<file path="src/rtl/misr_pkg.sv">
// Shared types, defaults and MISR step function for the signature capture block.
// Ports: none (package).
package misr_pkg;

  typedef enum logic [1:0] {
    IDLE = 2'd0,
    RUN  = 2'd1,
    DONE = 2'd2
  } misr_state_e;

  localparam int          MISR_MAX_W   = 32;
  localparam logic [7:0]  MISR_POLY_DF = 8'hB8;
  localparam logic [7:0]  MISR_SEED_DF = 8'h00;

  // One MISR step for any width w <= MISR_MAX_W; operands are zero-extended
  // and the result is truncated back to w bits by the caller.
  function automatic logic [MISR_MAX_W-1:0] misr_next(
    input logic [MISR_MAX_W-1:0] sig,
    input logic [MISR_MAX_W-1:0] poly,
    input logic [MISR_MAX_W-1:0] data,
    input int                    w
  );
    logic [MISR_MAX_W-1:0] m;
    logic [MISR_MAX_W-1:0] r;
    m = (w >= MISR_MAX_W) ? '1
      : ((MISR_MAX_W'(1) << w) - MISR_MAX_W'(1));
    r = {sig[MISR_MAX_W-2:0], ^(sig & poly & m)} ^ data;
    return r & m;
  endfunction

endpackage

</file>
<file path="src/rtl/misr_signature_capture_if.sv">
// Capture control/status bundle: master drives start/config/samples,
// slave (the capture block) returns busy/done/signature/count/match.
interface misr_signature_capture_if #(
  parameter int WIDTH = 8,
  parameter int CNT_W = 16
);

  logic             start;
  logic [CNT_W-1:0] num_samples;
  logic [WIDTH-1:0] expected;
  logic [WIDTH-1:0] data_in;
  logic             valid_in;
  logic             busy;
  logic             done;
  logic [WIDTH-1:0] signature;
  logic [CNT_W-1:0] sample_count;
  logic             match;

  modport master (
    output start, num_samples, expected, data_in, valid_in,
    input  busy, done, signature, sample_count, match
  );

  modport slave (
    input  start, num_samples, expected, data_in, valid_in,
    output busy, done, signature, sample_count, match
  );

endinterface

</file>
<file path="src/rtl/misr_core.sv">
// MISR signature register: load reseeds, en absorbs one data word.
// Ports: clk, rst, en, load, seed, data_in -> sig.
module misr_core
  import misr_pkg::*;
#(
  parameter int             WIDTH = 8,
  parameter logic [WIDTH-1:0] POLY = WIDTH'(MISR_POLY_DF),
  parameter logic [WIDTH-1:0] SEED = WIDTH'(MISR_SEED_DF)
) (
  input  logic             clk,
  input  logic             rst,
  input  logic             en,
  input  logic             load,
  input  logic [WIDTH-1:0] seed,
  input  logic [WIDTH-1:0] data_in,
  output logic [WIDTH-1:0] sig
);

  logic [WIDTH-1:0] sig_q;
  logic [WIDTH-1:0] sig_d;

  always_comb begin
    sig_d = sig_q;
    if (load) begin
      sig_d = seed;
    end else if (en) begin
      sig_d = WIDTH'(misr_next(MISR_MAX_W'(sig_q),
                               MISR_MAX_W'(POLY),
                               MISR_MAX_W'(data_in),
                               WIDTH));
    end
  end

  always_ff @(posedge clk) begin
    if (rst) sig_q <= SEED;
    else     sig_q <= sig_d;
  end

  assign sig = sig_q;

endmodule

</file>
<file path="src/rtl/misr_signature_capture.sv">
// Signature capture: FSM, sample counter and golden compare around misr_core.
// Ports: clk, rst, bus (slave: start/num_samples/expected/data_in/valid_in in).
module misr_signature_capture
  import misr_pkg::*;
#(
  parameter int               WIDTH = 8,
  parameter logic [WIDTH-1:0] POLY  = WIDTH'(MISR_POLY_DF),
  parameter logic [WIDTH-1:0] SEED  = WIDTH'(MISR_SEED_DF),
  parameter int               CNT_W = 16
) (
  input  logic                     clk,
  input  logic                     rst,
  misr_signature_capture_if.slave  bus
);

  misr_state_e      state_q, state_d;
  logic [CNT_W-1:0] cnt_q, cnt_d;
  logic [CNT_W-1:0] num_q, num_d;
  logic [WIDTH-1:0] exp_q, exp_d;
  logic             load;
  logic             en;
  logic [WIDTH-1:0] sig;

  always_comb begin
    state_d = state_q;
    cnt_d   = cnt_q;
    num_d   = num_q;
    exp_d   = exp_q;
    load    = 1'b0;
    en      = 1'b0;
    unique case (state_q)
      IDLE, DONE: begin
        if (bus.start) begin
          load    = 1'b1;
          cnt_d   = '0;
          num_d   = bus.num_samples;
          exp_d   = bus.expected;
          state_d = (bus.num_samples == '0) ? DONE : RUN;
        end
      end
      RUN: begin
        if (bus.valid_in) begin
          en    = 1'b1;
          cnt_d = cnt_q + CNT_W'(1);
          // Last sample and DONE entry share one edge.
          if (cnt_q == num_q - CNT_W'(1)) state_d = DONE;
        end
      end
      default: state_d = IDLE;
    endcase
  end

  always_ff @(posedge clk) begin
    if (rst) begin
      state_q <= IDLE;
      cnt_q   <= '0;
      num_q   <= '0;
      exp_q   <= '0;
    end else begin
      state_q <= state_d;
      cnt_q   <= cnt_d;
      num_q   <= num_d;
      exp_q   <= exp_d;
    end
  end

  misr_core #(
    .WIDTH (WIDTH),
    .POLY  (POLY),
    .SEED  (SEED)
  ) u_core (
    .clk     (clk),
    .rst     (rst),
    .en      (en),
    .load    (load),
    .seed    (SEED),
    .data_in (bus.data_in),
    .sig     (sig)
  );

  assign bus.busy         = (state_q == RUN);
  assign bus.done         = (state_q == DONE);
  assign bus.signature    = sig;
  assign bus.sample_count = cnt_q;
  assign bus.match        = (state_q == DONE) && (sig == exp_q);

endmodule
</file>
<file path="src/flat_wrapper.sv">
// flat-port wrapper written by rule: the top's interface ports become plain ports
module misr_signature_capture_flat import misr_pkg::*;
#(
  parameter int               WIDTH = 8,
  parameter logic [WIDTH-1:0] POLY  = WIDTH'(MISR_POLY_DF),
  parameter logic [WIDTH-1:0] SEED  = WIDTH'(MISR_SEED_DF),
  parameter int               CNT_W = 16
)
  (clk, rst, bus_start, bus_num_samples, bus_expected, bus_data_in, bus_valid_in, bus_busy, bus_done, bus_signature, bus_sample_count, bus_match);
  misr_signature_capture_if #(.WIDTH(WIDTH), .CNT_W(CNT_W)) bus_i ();
  input  logic clk;
  input  logic rst;
  input wire logic [$bits(bus_i.start)-1:0] bus_start;
  input wire logic [$bits(bus_i.num_samples)-1:0] bus_num_samples;
  input wire logic [$bits(bus_i.expected)-1:0] bus_expected;
  input wire logic [$bits(bus_i.data_in)-1:0] bus_data_in;
  input wire logic [$bits(bus_i.valid_in)-1:0] bus_valid_in;
  output wire logic [$bits(bus_i.busy)-1:0] bus_busy;
  output wire logic [$bits(bus_i.done)-1:0] bus_done;
  output wire logic [$bits(bus_i.signature)-1:0] bus_signature;
  output wire logic [$bits(bus_i.sample_count)-1:0] bus_sample_count;
  output wire logic [$bits(bus_i.match)-1:0] bus_match;
  assign bus_i.start = bus_start;
  assign bus_i.num_samples = bus_num_samples;
  assign bus_i.expected = bus_expected;
  assign bus_i.data_in = bus_data_in;
  assign bus_i.valid_in = bus_valid_in;
  assign bus_busy = bus_i.busy;
  assign bus_done = bus_i.done;
  assign bus_signature = bus_i.signature;
  assign bus_sample_count = bus_i.sample_count;
  assign bus_match = bus_i.match;
  misr_signature_capture #(.WIDTH(WIDTH), .POLY(POLY), .SEED(SEED), .CNT_W(CNT_W)) u_core (.clk(clk), .rst(rst), .bus(bus_i));
endmodule
</file>
<file path="config.mk">
export PLATFORM = sky130hd
export DESIGN_NAME = misr_signature_capture_flat
export DESIGN_NICKNAME = d
export VERILOG_FILES = /design/src/rtl/misr_pkg.sv /design/src/rtl/misr_signature_capture_if.sv /design/src/rtl/misr_core.sv /design/src/rtl/misr_signature_capture.sv /design/src/flat_wrapper.sv
export SDC_FILE = /design/constraint.sdc
export NUM_CORES = 1
export LEC_CHECK = 0
export CAP_MARGIN = 25
export CORE_ASPECT_RATIO = 0.9
export CORE_UTILIZATION = 55
export CTS_BUF_LIST = sky130_fd_sc_hd__clkbuf_4
export DETAILED_ROUTE_END_ITERATION = 7
export PLACE_DENSITY = 0.87
export SETUP_SLACK_MARGIN = 0.15
export SYNTH_ARGS = -nofsm -noshare
export SYNTH_HDL_FRONTEND = slang
export SYNTH_SLANG_ARGS = --single-unit
</file>
<file path="constraint.sdc">
create_clock -name clk -period 3.9 [get_ports clk]
set_input_delay 1.17 -clock clk [delete_from_list [all_inputs] [get_ports clk]]
set_output_delay 1.17 -clock clk [all_outputs]
set_load 0.05 [all_outputs]
</file>
-- Word-level counts from Yosys, hierarchy flattened
Index checks and enable logic that the tools add are counted.
- $add $sub $neg: 2
- multipliers: 0
- divide/modulo/power cells: 0
- order comparisons: 0
- eq/ne operators: 7
- shift-type cells: 0
- muxes and demuxes: 12
- bitwise gates (word level): 1
- reductions and logical operators: 10
- operators by type and width (kind ; count):
    16-bit two-way mux ; 2
    16-bit one-hot mux with 2 select lines ; 1
    32-bit parity ; 1
    16-bit by 1-bit adder with 16-bit output, second input constant ; 1
    16-bit equality test ; 1
    16-bit logical NOT ; 1
    16-bit by 1-bit subtractor with 16-bit output, second input constant ; 1
    8-bit equality test ; 1
    2-bit two-way mux ; 4
    8-bit bitwise XOR ; 1
    3-bit AND reduction ; 2
    1-bit two-way mux ; 4
    2-bit inequality test, second input constant ; 2
    2-bit one-hot mux with 2 select lines ; 1
    2-bit OR reduction ; 2
    2-bit by 1-bit equality test with 1-bit output, second input constant ; 1
    2-bit equality test, second input constant ; 1
    2-bit logical NOT ; 1
    2-bit by 1-bit inequality test with 1-bit output, second input constant ; 1
    2-bit AND reduction ; 1
    2-bit nonzero test ; 1
    1-bit logical AND ; 1
- bits in registers: 50
- bits in latches: 0
- RAM bits: 0
- ROM bits: 0
- input port bits: 36
- output and inout bits: 27
- word-level logic and storage cells: 37
- memories: 0

-- Longest topological paths before layout
Gate-level depths: netlist of the first run.
- word-level depth: 5
- depth in mapped cells: 8
- mapped depth without buffers: 8

-- Cells and area by module
Synthesis of the first run repeated with hierarchy kept, for this count alone.
- cell total of the unflattened synthesis: 344
- area, all modules: 2753.9 um^2
- modules (own cells, without submodules) (module ; times used ; cells each ; area an instance (um^2) ; seq. area each (um^2)):
    misr_signature_capture ; 1 ; 288 ; 2274.7 ; 840.8
    misr_core ; 1 ; 56 ; 479.2 ; 160.2

-- Worst setup path before layout of the first run
No wires, ideal clock.
- path kind: flip-flop to output port
- start: register u_core.state_q[1]
- end: output port bus_match
- arrival time: 1673 ps
- required time: 2730 ps
- setup slack: 1057 ps
- cell stages (with the launch flop): 3
- buffers on the path: 0
- path through: dfxtp_1 nor2b_1 and3_1
- word-level cells in the longest chain between the ends: 2
- RTL lines (what ; line ; RTL):
    start, declared ; misr_signature_capture.sv:16 ; misr_state_e state_q, state_d;
    start signal, assigned ; misr_signature_capture.sv:60 ; state_q <= state_d;
    2-bit equality test ; -- ;
    net bus_done ; flat_wrapper.sv:19 ; output wire logic [$bits(bus_i.done)-1:0] bus_done;
    1-bit logical AND ; misr_signature_capture.sv:85 ; assign bus.match = (state_q == DONE) && (sig == exp_q);
    end, declared ; flat_wrapper.sv:22 ; output wire logic [$bits(bus_i.match)-1:0] bus_match;
The timed path passes the listed nets, and every way through them passes these cells.

-- Worst setup path in the final report of the first run
- start: register u_core.u_core.sig_q[5] (netlist: u_core.u_core.sig[5])
- end: output port bus_match
- word-level cells in the longest chain between the ends: 2
- RTL lines (what ; line ; RTL):
    start, declared ; misr_core.sv:19 ; logic [WIDTH-1:0] sig_q;
    start signal, assigned ; misr_core.sv:36 ; else sig_q <= sig_d;
    8-bit equality test ; misr_signature_capture.sv:85 ;
    1-bit logical AND ; misr_signature_capture.sv:85 ;
No other way between the ends.

==> results.sh, run 1 <==
export IMPL_worstMarginPinSlew_ns=0.784
export IMPL_ys_warn_count=0
export IMPL_outcome="completed"
export IMPL_maxSlewHeadroom_pct=47.6
export IMPL_cts_reportedPaths_clkPinSlew_ns=0.15
export IMPL_hold_depth=2
export IMPL_coreArea_mm2=0.00458
export IMPL_r2r_setup_slack_ns=1.18
export IMPL_cts_tree="built"
export IMPL_htreeDepth=2
export IMPL_rsz0062_at_grt="no"
export IMPL_first_pass_iters=4
export IMPL_synth_distinct_cells=47
export IMPL_fin_area_mm2=0.00340
export IMPL_cts_inserted_buffers=5
export IMPL_grt_max_degree=30
export IMPL_design_die_area_mm2=0.00520
export IMPL_area_growth_pct=25.7
export IMPL_dieWidth_um=75.9
export IMPL_period_minus_slack_ns=3.54
export IMPL_synth_cells=335
export IMPL_drv_cap=0
export IMPL_pin_count=63
export IMPL_synth_mux_area_share_pct=1.11
export IMPL_critPathArrivalTime_ns=2.37
export IMPL_endpoint_kind="primary output"
export IMPL_clock_sinks=50
export IMPL_synth_top_family_by_area="simple AND/OR/NAND/NOR gates"
export IMPL_seqPwrFrac_pct=52.8
export IMPL_required_ns=2.73
export IMPL_worstPathMaxFanout=5
export IMPL_drive_gt1_share_pct=4.64
export IMPL_synth_xor_area_share_pct=16.8
export IMPL_fp_row_count=23
export IMPL_ir_drop_uv=247
export IMPL_first_iter_violations=138
export IMPL_ant_nets=0
export IMPL_crit_type="reg2out"
export IMPL_clock_tree_buffer_depth=2
export IMPL_gr_total_overflow=0
export IMPL_max_freq_mhz=282
export IMPL_setup_viol=0
export IMPL_synth_compound_area_share_pct=13.5
export IMPL_switchingPower_uw=338
export IMPL_die_h_um=68.5
export IMPL_fin_cells=450
export IMPL_async_reset_ff_share_pct=0
export IMPL_gp_congestion=0.855
export IMPL_root_buffer="clkbuf_4"
export IMPL_r2r_end="u_core.state_q[0]"
export IMPL_holdCritPathClass="reg2reg"
export IMPL_p_clk_share_pct=22.0
export IMPL_period_share_pct=90.8
export IMPL_grt_usage_pct=24.1
export IMPL_placed_cell_area_mm2=0.00334
export IMPL_diodes=0
export IMPL_initial_utilization_pct=59.1
export IMPL_vias=2497
export IMPL_insertion_delay_ns=0.36
export IMPL_antenna_found_initial=0
export IMPL_ys_ff_latch=50
export IMPL_routed_wl_mm=6.17
export IMPL_synth_top_cells_by_count="58 x nand2_1, 50 x dfxtp_1, 36 x xnor2_1, 31 x a21oi_1, 29 x nor2_1"
export IMPL_place_ws_ns=0.791
export IMPL_hpwl_mm=4.67
export IMPL_avgSynthCellArea_um2=8.07
export IMPL_total_power_mw=1.07
export IMPL_yosysTopAreaCell="dfxtp_1"
export IMPL_clock_skew_ns=0.0109
export IMPL_drc=0
export IMPL_ctsResizeCount=0
export IMPL_post_synth_top_count_cell="nand2_1"
export IMPL_post_drt_via_cell_ratio=5.55
export IMPL_synth_fa_ha_area_share_pct=0.925
export IMPL_synth_edf_count=0
export IMPL_reg2regPathDepth=8
export IMPL_swShare_pct=31.5
export IMPL_wl_per_cell_um=13.7
export IMPL_numPortBuffers=62
export IMPL_nNetsFinal=425
export IMPL_hold_path_end="u_core.exp_q[1]"
export IMPL_drv_slew=0
export IMPL_worstHoldStart="u_core.exp_q[1]"
export IMPL_seq_area_frac_synth_pct=37.0
export IMPL_cp_start_kind="flop"
export IMPL_setup_slack_ns=0.358
export IMPL_synth_area_mm2=0.00270
export IMPL_synth_top_area_share_pct=37.0
export IMPL_powerDensity_mw_per_mm2=316
export IMPL_grt_pass1_wl_mm=9.84
export IMPL_place_inst=442
export IMPL_grt_pass1_vias=2073
export IMPL_fin_util_pct=74.3
export IMPL_yosys_top_cells_area="dfxtp_1 37%, xnor2_1 12%, nand2_1 8.1%"
export IMPL_internal_power_uw=734
export IMPL_p_leak_nw=1.18
export IMPL_synth_ff_type="dfxtp_1"
export IMPL_r2r_start="u_core.num_q[0]"
export IMPL_cts_setup_buffers=0
export IMPL_setup_tns_ns=0
export IMPL_syn_num_nets=373
export IMPL_cts_hold_buf=0
export IMPL_synth_simple_gate_area_share_pct=26.1
export IMPL_pwr_share_comb_pct=25.2
export IMPL_finalHoldWorstSlack_ns=0.482
export IMPL_hold_viol=0
==> worst max-delay path, stage by stage, from the launching register on <==
cell	delay, ns
dfxtp_1	0.48
xnor2_1	0.15
nand4_1	0.10
nor4_1	0.27
and3_1	0.22
clkdlybuf4s50_1	0.79
==> registers in the layout (all words and copies together) (netlist names) <==
| register | count |
|---|---|
| u_core.exp_q | 8 |
| u_core.state_q | 2 |
| u_core.u_core.sig | 8 |
| u_core.num_q | 16 |
| u_core.bus.sample_count | 16 |
==> kinds of logic after synthesis <==
group                      Yosys count
and+or+nand+nor                    143
AOI/OAI and AO/OA                   56
DFF                                 50
adders and majority gates            2
muxes                                3
xor gates and xnor gates            52
buffers and inverters               29
==> final cells by class <==
type	count	area, µm²
Multi-Input combinational cell	256	1580
Fill cell	367	1180
Sequential cell	50	1000
Timing Repair Buffer	66	651
Tap cell	62	77.6
Clock buffer	5	37.5
Inverter	8	30.0
Clock inverter	3	21.3
==> power by group through the flow <==
stage               registers, mW  logic (mW)  clock network [mW]
finish                      0.566       0.271               0.236
global placement            0.575       0.265                   0
CTS                         0.565       0.270               0.244
global route                0.571       0.296               0.272
floorplan                   0.581       0.180                   0
detailed placement          0.577       0.269                   0
==> how the worst max path moves through the flow <==
| stage | from | end | slack (ns) | depth (start not counted) |
|---|---|---|---|---|
| finish | u_core.u_core.sig[5] | bus_match | 0.36 | 5 |
| detailed placement | bus_start | u_core.bus.sample_count[13] | 0.79 | 7 |
| global route | u_core.u_core.sig[0] | bus_match | 0.20 | 5 |
| floorplan | u_core.state_q[1] | bus_match | 1.06 | 2 |
| CTS | u_core.u_core.sig[5] | bus_match | 0.37 | 5 |
| global placement | bus_start | u_core.bus.sample_count[15] | 0.80 | 7 |
==> metal layers <==
| layer | wire, µm | track usage [%] | part of all wire (%) | vias to the layer above |
|---|---|---|---|---|
| met5 | 0 | 0 | 0 | - |
| met4 | 46 | 6.49 | 0.75 | 0 |
| met3 | 264 | 4.47 | 4.3 | 6 |
| met2 | 2660 | 36.5 | 43 | 63 |
| met1 | 3200 | 35.3 | 52 | 1164 |
| li1 | - | - | - | 1264 |
==> cell usage in the layout (no fill, tap or decap), types with 2 or more instances in the layout <==
| cell type | count |
|---|---|
| or4_1 | 3 |
| nor3_1 | 9 |
| o2111ai_1 | 2 |
| a211oi_1 | 9 |
| and4_1 | 2 |
| nor2_1 | 29 |
| nand2b_1 | 2 |
| clkbuf_4 | 5 |
| clkdlybuf4s50_1 | 62 |
| nor2b_1 | 3 |
| ha_1 | 2 |
| o211ai_1 | 2 |
| nor4_1 | 7 |
| o21ai_0 | 2 |
| inv_1 | 8 |
| xnor2_1 | 36 |
| nand3b_1 | 4 |
| nand4_1 | 6 |
| buf_4 | 4 |
| or3_1 | 2 |
| nand2_1 | 58 |
| xor2_1 | 16 |
| a21oi_1 | 31 |
| nand3_1 | 7 |
| mux2i_1 | 3 |
| and3_1 | 3 |
| dfxtp_1 | 50 |
(Power assumes the default switching activity.)
==> run 2, diff against run 1 <==
clock period = 4.6 ns   (was 3.9 ns; I/O delays follow)
==> run 2 against run 1 <==
- global-route usage rose by 2.5 points
- first-iteration DRC count rose by 12%
- sequential cell count did not move
- worst setup slack improved by 0.62 ns
- sequential power fell by 15%
- combinational power fell by 15%
- die area did not move
- largest cell class unchanged
- largest power group unchanged
- highest routed layer unchanged
==> results.sh, run 2 (synthesis results as in run 1) <==
export IMPL_outcome="completed"
export IMPL_grt_usage_pct=26.6
export IMPL_place_inst=442
export IMPL_fin_cells=448
export IMPL_diodes=0
export IMPL_clock_sinks=50
export IMPL_grt_pass1_wl_mm=10.9
export IMPL_drc=0
export IMPL_area_growth_pct=25.1
export IMPL_period_minus_slack_ns=3.62
export IMPL_rsz0062_at_grt="no"
export IMPL_cpPeakStageDelay_ns=0.79
export IMPL_wl_per_cell_um=14.1
export IMPL_insertion_delay_ns=0.36
export IMPL_maxSlewHeadroom_pct=48.3
export IMPL_crit_path_top_delay_cell="clkdlybuf4s50_1"
export IMPL_fillers=371
export IMPL_first_iter_violations=155
export IMPL_cts_hold_buf=0
export IMPL_cts_tree="built"
export IMPL_max_freq_mhz=276
export IMPL_required_ns=3.22
export IMPL_drive_gt1_share_pct=3.89
export IMPL_design_die_area_mm2=0.00520
export IMPL_initial_utilization_pct=59.1
export IMPL_htreeDepth=2
export IMPL_nNetsFinal=425
export IMPL_setup_viol=0
export IMPL_cts_inserted_buffers=5
export IMPL_vias=2502
export IMPL_drv_cap=0
export IMPL_hpwl_mm=4.85
export IMPL_worstPathMaxFanout=5
export IMPL_ant_nets=0
export IMPL_first_pass_iters=5
export IMPL_cts_reportedPaths_clkPinSlew_ns=0.13
export IMPL_dieWidth_um=75.9
export IMPL_grt_max_degree=30
export IMPL_p_leak_nw=1.17
export IMPL_holdCritPathClass="reg2reg"
export IMPL_numPortBuffers=62
export IMPL_critPathBufInv=1
export IMPL_r2r_setup_slack_ns=1.99
export IMPL_worstMarginPinSlew_ns=0.774
export IMPL_clock_skew_ns=0.00411
export IMPL_endpoint_kind="primary output"
export IMPL_final_common_cell="clkdlybuf4s50_1"
export IMPL_hold_viol=0
export IMPL_root_buffer="clkbuf_4"
export IMPL_fp_row_count=23
export IMPL_gp_congestion=0.858
export IMPL_clock_tree_buffer_depth=2
export IMPL_setup_tns_ns=0
export IMPL_period_share_pct=78.6
export IMPL_drv_slew=0
export IMPL_ctsResizeCount=0
export IMPL_crit_type="reg2out"
export IMPL_coreArea_mm2=0.00458
export IMPL_powerDensity_mw_per_mm2=263
export IMPL_layout_common_cells="62 x clkdlybuf4s50_1, 58 x nand2_1, 50 x dfxtp_1, 36 x xnor2_1, 31 x a21oi_1"
export IMPL_critPathArrivalTime_ns=2.24
export IMPL_antenna_found_initial=0
export IMPL_cts_setup_buffers=0
export IMPL_post_drt_via_cell_ratio=5.58
export IMPL_gr_total_overflow=0
export IMPL_pin_count=63
export IMPL_cp_start_kind="flop"
export IMPL_crit_chain="xnor2_1, nand4_1, nor4_1, and3_1, clkdlybuf4s50_1"
export IMPL_routed_wl_mm=6.31
export IMPL_grt_pass1_vias=2309
export IMPL_ir_drop_uv=209
export IMPL_crit_family="buffers and inverters"
export IMPL_die_h_um=68.5
==> run 2: changes by cell type in the layout (fill, tap and decap cells not counted) <==
cell,before,now
clkinv_1,0,1
clkinv_2,1,0
clkinv_4,1,0
clkinvlp_4,1,0
==> run 2: per-stage QoR <==
step | hold WS [ns] | util (%) | power [mW] | worst slack, ns | area (µm²)
after floorplan | 0.448 | - | 0.645 | 1.55 | 2700
after global placement | 0.456 | 73.0 | 0.712 | 1.27 | 3340
after detailed placement | 0.463 | 73.0 | 0.719 | 1.17 | 3340
after CTS | 0.480 | 73.9 | 0.892 | 0.954 | 3380
after global routing | 0.517 | 73.9 | 0.935 | 0.763 | 3380
final | 0.477 | 73.9 | 0.889 | 0.982 | 3380
==> run 2: worst min-delay path: stages (launching register included) <==
cell	delay (ns)
dfxtp_1	0.34
nand2_1	0.05
a21oi_1	0.05
==> run 2: worst paths after layout <==
| kind | startpoint | end | cells after the start |
|---|---|---|---|
| min reg2reg | u_core.exp_q[6] | u_core.exp_q[6] | 2 |
| max | u_core.u_core.sig[5] | bus_match | 5 |
| max reg2reg | u_core.num_q[0] | u_core.state_q[0] | 8 |
| min | u_core.exp_q[6] | u_core.exp_q[6] | 2 |
==> run 2: report_power, final <==
part | internal (mW) | total [mW] | switching (mW)
Combinational | 0.110 | 0.230 | 0.120
Clock | 0.0525 | 0.179 | 0.126
Sequential | 0.452 | 0.481 | 0.0283
Total | 0.615 | 0.889 | 0.274
==> run 2: area by class of cell <==
type	instances	area, µm²	area share (%)
clock buffers	5	37.5	1.11
clock inverters	1	3.75	0.111
inverters	8	30.0	0.888
multi-input cells	256	1580	46.8
flip-flops and latches	50	1000	29.6
well taps	62	77.6	2.29
repair buffers	66	651	19.2
==> run 2: per-layer routing <==
metal	vias to the layer above	global-route usage, %	wire, µm
met3	10	4.21	345
met2	76	42.6	2880
met1	1158	36.7	2990
met4	0	10.1	101
li1	1258	-	-
met5	-	0	0
